## src/rtl/serial_adder.sv

```systemverilog
// serial_adder: digit-serial add/subtract, LSB digit first, with valid/ready handshakes on both sides
module serial_adder #(
    parameter int WIDTH = 16,
    parameter int DIGIT = 4
) (
    input  logic             clk,
    input  logic             rst_n,
    input  logic             in_valid,
    output logic             in_ready,
    input  logic [WIDTH-1:0] a,
    input  logic [WIDTH-1:0] b,
    input  logic             cin,
    input  logic             sub,
    output logic             out_valid,
    input  logic             out_ready,
    output logic [WIDTH-1:0] s,
    output logic             cout,
    output logic             ovf
);
    localparam int N = WIDTH / DIGIT;
    localparam int CW = N > 1 ? $clog2(N) : 1;
    localparam logic [CW-1:0] LAST = CW'(N - 1);

    typedef enum logic [1:0] {IDLE, RUN, DONE} state_t;

    state_t           state, state_nx;
    logic [WIDTH-1:0] a_r, b_r, s_nx;
    logic             c_r, c_msb, last;
    logic [CW-1:0]    cnt;
    logic [DIGIT:0]   dsum;

    assign in_ready  = state == IDLE;
    assign out_valid = state == DONE;
    assign last      = cnt == LAST;
    assign dsum      = {1'b0, a_r[DIGIT-1:0]} + {1'b0, b_r[DIGIT-1:0]} + {{DIGIT{1'b0}}, c_r};
    // carry into the top bit of the digit, recovered from the sum bit
    assign c_msb     = dsum[DIGIT-1] ^ a_r[DIGIT-1] ^ b_r[DIGIT-1];

    always_comb begin
        s_nx = s;
        for (int i = 0; i < N; i++)
            if (cnt == CW'(i)) s_nx[i*DIGIT +: DIGIT] = dsum[DIGIT-1:0];
    end

    always_comb begin
        state_nx = state == IDLE ? (in_valid ? RUN : IDLE) :
                   state == RUN  ? (last ? DONE : RUN) :
                   (out_ready ? IDLE : DONE);
    end

    always_ff @(posedge clk or negedge rst_n) begin
        if (!rst_n) state <= IDLE;
        else        state <= state_nx;
    end

    always_ff @(posedge clk or negedge rst_n) begin
        if (!rst_n) begin
            a_r  <= '0;
            b_r  <= '0;
            c_r  <= 1'b0;
            cnt  <= '0;
            s    <= '0;
            cout <= 1'b0;
            ovf  <= 1'b0;
        end else if (state == IDLE && in_valid) begin
            a_r <= a;
            b_r <= sub ? ~b : b;
            c_r <= sub ^ cin;
            cnt <= '0;
        end else if (state == RUN) begin
            a_r <= a_r >> DIGIT;
            b_r <= b_r >> DIGIT;
            c_r <= dsum[DIGIT];
            cnt <= cnt + 1'b1;
            s   <= s_nx;
            if (last) begin
                cout <= dsum[DIGIT];
                ovf  <= c_msb ^ dsum[DIGIT];
            end
        end
    end
endmodule

```

## config.mk

```make
export PLATFORM = sky130hd
export DESIGN_NAME = serial_adder
export DESIGN_NICKNAME = d
export VERILOG_FILES = /design/src/rtl/serial_adder.sv
export SDC_FILE = /design/constraint.sdc
export NUM_CORES = 1
export LEC_CHECK = 0
export ABC_AREA = 1
export ABC_CLOCK_PERIOD_IN_PS = 2200
export CAP_MARGIN = 20
export CORE_MARGIN = 2
export CORE_UTILIZATION = 40
export CTS_CLUSTER_SIZE = 25
export DETAILED_ROUTE_END_ITERATION = 6
export GPL_TIMING_DRIVEN = 1
export PLACE_DENSITY = 0.64
export SYNTH_ARGS = -nofsm -noshare
export SYNTH_HDL_FRONTEND = slang
export SYNTH_SLANG_ARGS = --single-unit
```

## constraint.sdc

```tcl
create_clock -name clk -period 2.2 [get_ports clk]
set_input_delay 0.44 -clock clk [delete_from_list [all_inputs] [get_ports clk]]
set_output_delay 0.44 -clock clk [all_outputs]
set_load 0.02 [all_outputs]
```

==> qor.txt, run 1 <==
CP Class: reg2out
Max clock buf depth: 2
clock sink count: 55
post-CTS resize count: 0
CTS tree: built
Max Fanout on Critical Path: 3
Post-Syn Instances: 273
DR vias: 2021
initial core utilization: 41.6%
Rel. slew slack: 71.2%
critical path's slowest cell: clkdlybuf4s50_1
Synth Net Count: 320
total grt overflow: 0
first-pass GRT wire length: 9.49 mm
largest net degree at the start of global routing: 29
IO buf count: 57
Final nets: 378
Final Hold Viols: 0
IO Count: 58
Die X-Extent: 85.8 um
maximum VDD drop: 0.446 mV
maxcap violations: 0
Req. time, crit path: 1760 ps
Die H: 85.8 um
CP Launch Type: flip-flop
Area contributors post-synth: dfrtp_1 51%, nand2_1 8.7%, inv_1 4.9%, ha_1 3.3%, xor2_1 3.3%
CP Capture Type: output port
worst-margin pin slew: 431 ps
status: finished, violations left
Layout area overhead: 27.1%
vias in the first global route: 1999
GR Util All Layers: 16.3%
Post-Place Cells: 401
Final Cycle Share: 92.8%
R2R Path Start: a_r[0]
FF-to-FF setup slack: 240 ps
Slew Viols, Final: 0
CORE AREA: 6420 um^2
FF-to-FF End: ovf
Cell Chain, Critical Path: nor2_4 -> clkdlybuf4s50_1
Hold Crit Class: in2async
DIE AREA: 7350 um^2
power per cell area: 1450 nW/um^2
Largest stage delay, worst path: 630 ps
Ys Warns: 0
initial antenna violation count: 0
non-filler instance count after layout: 409
Post-synth top cells: 62 x nand2_1, 55 x dfrtp_1, 35 x inv_1
Final Skew: 10.7 ps
number of post-CTS setup repair buffers: 0
post-synthesis cell type count: 28
share of flip-flops with an asynchronous set or reset: 100%
CTS H-tree lvls: 2
EDFF count, synth: 0
Pleak: 1.59 nW
post-synth top area share: 51.5%
Detailed Route WL: 5.46 mm
Root Buffer Master: clkbuf_8
worst hold slack: 24.1 ps
final setup vio count: 0
worst-skew pair later-pin latency: 320 ps
Row Count: 29
1st-iter DRT viols: 142
Post-Syn Area: 2670 um^2
DRC Markers: 4
setup TNS: 0 ps
most used flip-flop cell after synthesis: dfrtp_1
CTS Buf Count: 5
Detailed Place HPWL: 3.92 mm
reg2reg path depth: 10
Final Critical Period: 2040 ps
failing checks: design-rule violations
post-synth top area cell: dfrtp_1
diodes inserted: 0
number of synthesized register bits: 55
part of the Yosys area used for sequential elements: 51.5%
crit path DAT: 1600 ps
achievable frequency: 0.490 GHz
DRT Pass-1 Iters: 7
syn avg cell area: 9.79 um^2
unrepaired setup endpoints after global routing: no
DR WL/cell: 13.3 um
clock slew at reported path FFs: 100 ps
# hold bufs at CTS: 0
most common cell in the netlist: nand2_1
Final ANT Viol Nets: 0
GPL Wtd Cong: 0.803
layout cells sized above 1: 8.13%
Via density: 4.94
==> where the power goes <==
group	internal [W]	switching, W	leakage, nW
clock network	0.000230	0.000342	0.0418
logic	0.00108	0.00153	0.855
registers	0.00149	0.000250	0.695
total	0.00280	0.00213	1.59
==> registers in the layout, summed over array words and instances, names as in the netlist <==
signal,cells
cnt,2
a_r,16
s,16
ovf,1
b_r,16
c_r,1
state,2
cout,1
==> stage by stage <==
| step | utilization (%) | total power (W) | instance area [um^2] | worst slack [ps] |
|---|---|---|---|---|
| finish | 52.9 | 0.00492 | 3400 | 159 |
| global route | 52.9 | 0.00538 | 3400 | 71.2 |
| CTS | 52.9 | 0.00499 | 3400 | 137 |
| detailed placement | 51.5 | 0.00441 | 3310 | 260 |
| global placement | 51.5 | 0.00435 | 3310 | 305 |
| floorplan | - | 0.00361 | 2670 | 363 |
==> cells in the final DEF, fill, tap and decap left out, types with 7 or more instances in the layout <==
cell / count
dfrtp_1: 55
nand2_1: 62
ha_1: 7
clkdlybuf4s50_1: 56
a22oi_1: 11
nand3_1: 8
inv_1: 35
o21ai_0: 12
xor2_1: 10
o21ai_1: 14
==> cell type report <==
class                   instances  area (um^2)
well taps                      77         96.3
fillers                       592         3020
clock inverters                 2         16.3
repair buffers                 61          608
inverters                      39          149
clock buffers                   6         72.6
multi-input cells             169         1080
flip-flops and latches         55         1380
==> critical path: cells and delay by family (launching register included) <==
| family | cells | cell delay, ps |
|---|---|---|
| buffers and inverters | 1 | 630 |
| DFF | 1 | 450 |
| and+or+nand+nor | 1 | 210 |
==> layer usage <==
metal | global-route usage [%] | vias to the layer above | wire [um] | share of wire [%]
li1 | - | 1009 | - | -
met1 | 22.3 | 952 | 2620 | 48
met2 | 26.3 | 54 | 2500 | 46
met3 | 3.66 | 6 | 279 | 5.1
met4 | 4.76 | 0 | 53 | 0.97
met5 | 0 | - | 0 | 0
==> how the worst max path moves through the flow <==
stage                     startpoint        to  slack (ps)  depth (start not counted)
after floorplan               a_r[0]       ovf         360                         10
after global placement        a_r[0]       ovf         310                         10
after detailed placement      a_r[0]       ovf         260                         10
after CTS                   state[0]  in_ready         140                          2
after global routing          a_r[0]       ovf          70                         10
final                       state[0]  in_ready         160                          2
==> cell families after synthesis <==
| kind of cell | Yosys count | synth area share [%] |
|---|---|---|
| flops | 55 | 51.5 |
| mux | 3 | 1.68 |
| compound gates | 58 | 14.4 |
| simple gates | 85 | 15.0 |
| fa+ha+maj | 9 | 4.77 |
| xor+xnor | 14 | 4.59 |
| buf+inv | 49 | 8.10 |
No activity file was read; power rests on OpenSTA's default activity.
==> inputs of run 2 (changes only) <==
--- a/config.mk
+++ b/config.mk
@@ -12,6 +12,7 @@
 export CORE_UTILIZATION = 40
 export CTS_CLUSTER_SIZE = 25
 export DETAILED_ROUTE_END_ITERATION = 6
+export GPL_ROUTABILITY_DRIVEN = 0
 export GPL_TIMING_DRIVEN = 1
 export PLACE_DENSITY = 0.64
 export SYNTH_ARGS = -nofsm -noshare
==> results of run 2 <==
No change in the layout: final DEF, timing and power equal those of run 1.
==> inputs of run 3 (changes only) <==
--- a/config.mk
+++ b/config.mk
@@ -15,6 +15,7 @@
 export GPL_ROUTABILITY_DRIVEN = 0
 export GPL_TIMING_DRIVEN = 1
 export PLACE_DENSITY = 0.64
+export SLEW_MARGIN = 20
 export SYNTH_ARGS = -nofsm -noshare
 export SYNTH_HDL_FRONTEND = slang
 export SYNTH_SLANG_ARGS = --single-unit
==> results of run 3 <==
No change in the layout: final DEF, timing and power equal those of run 1.
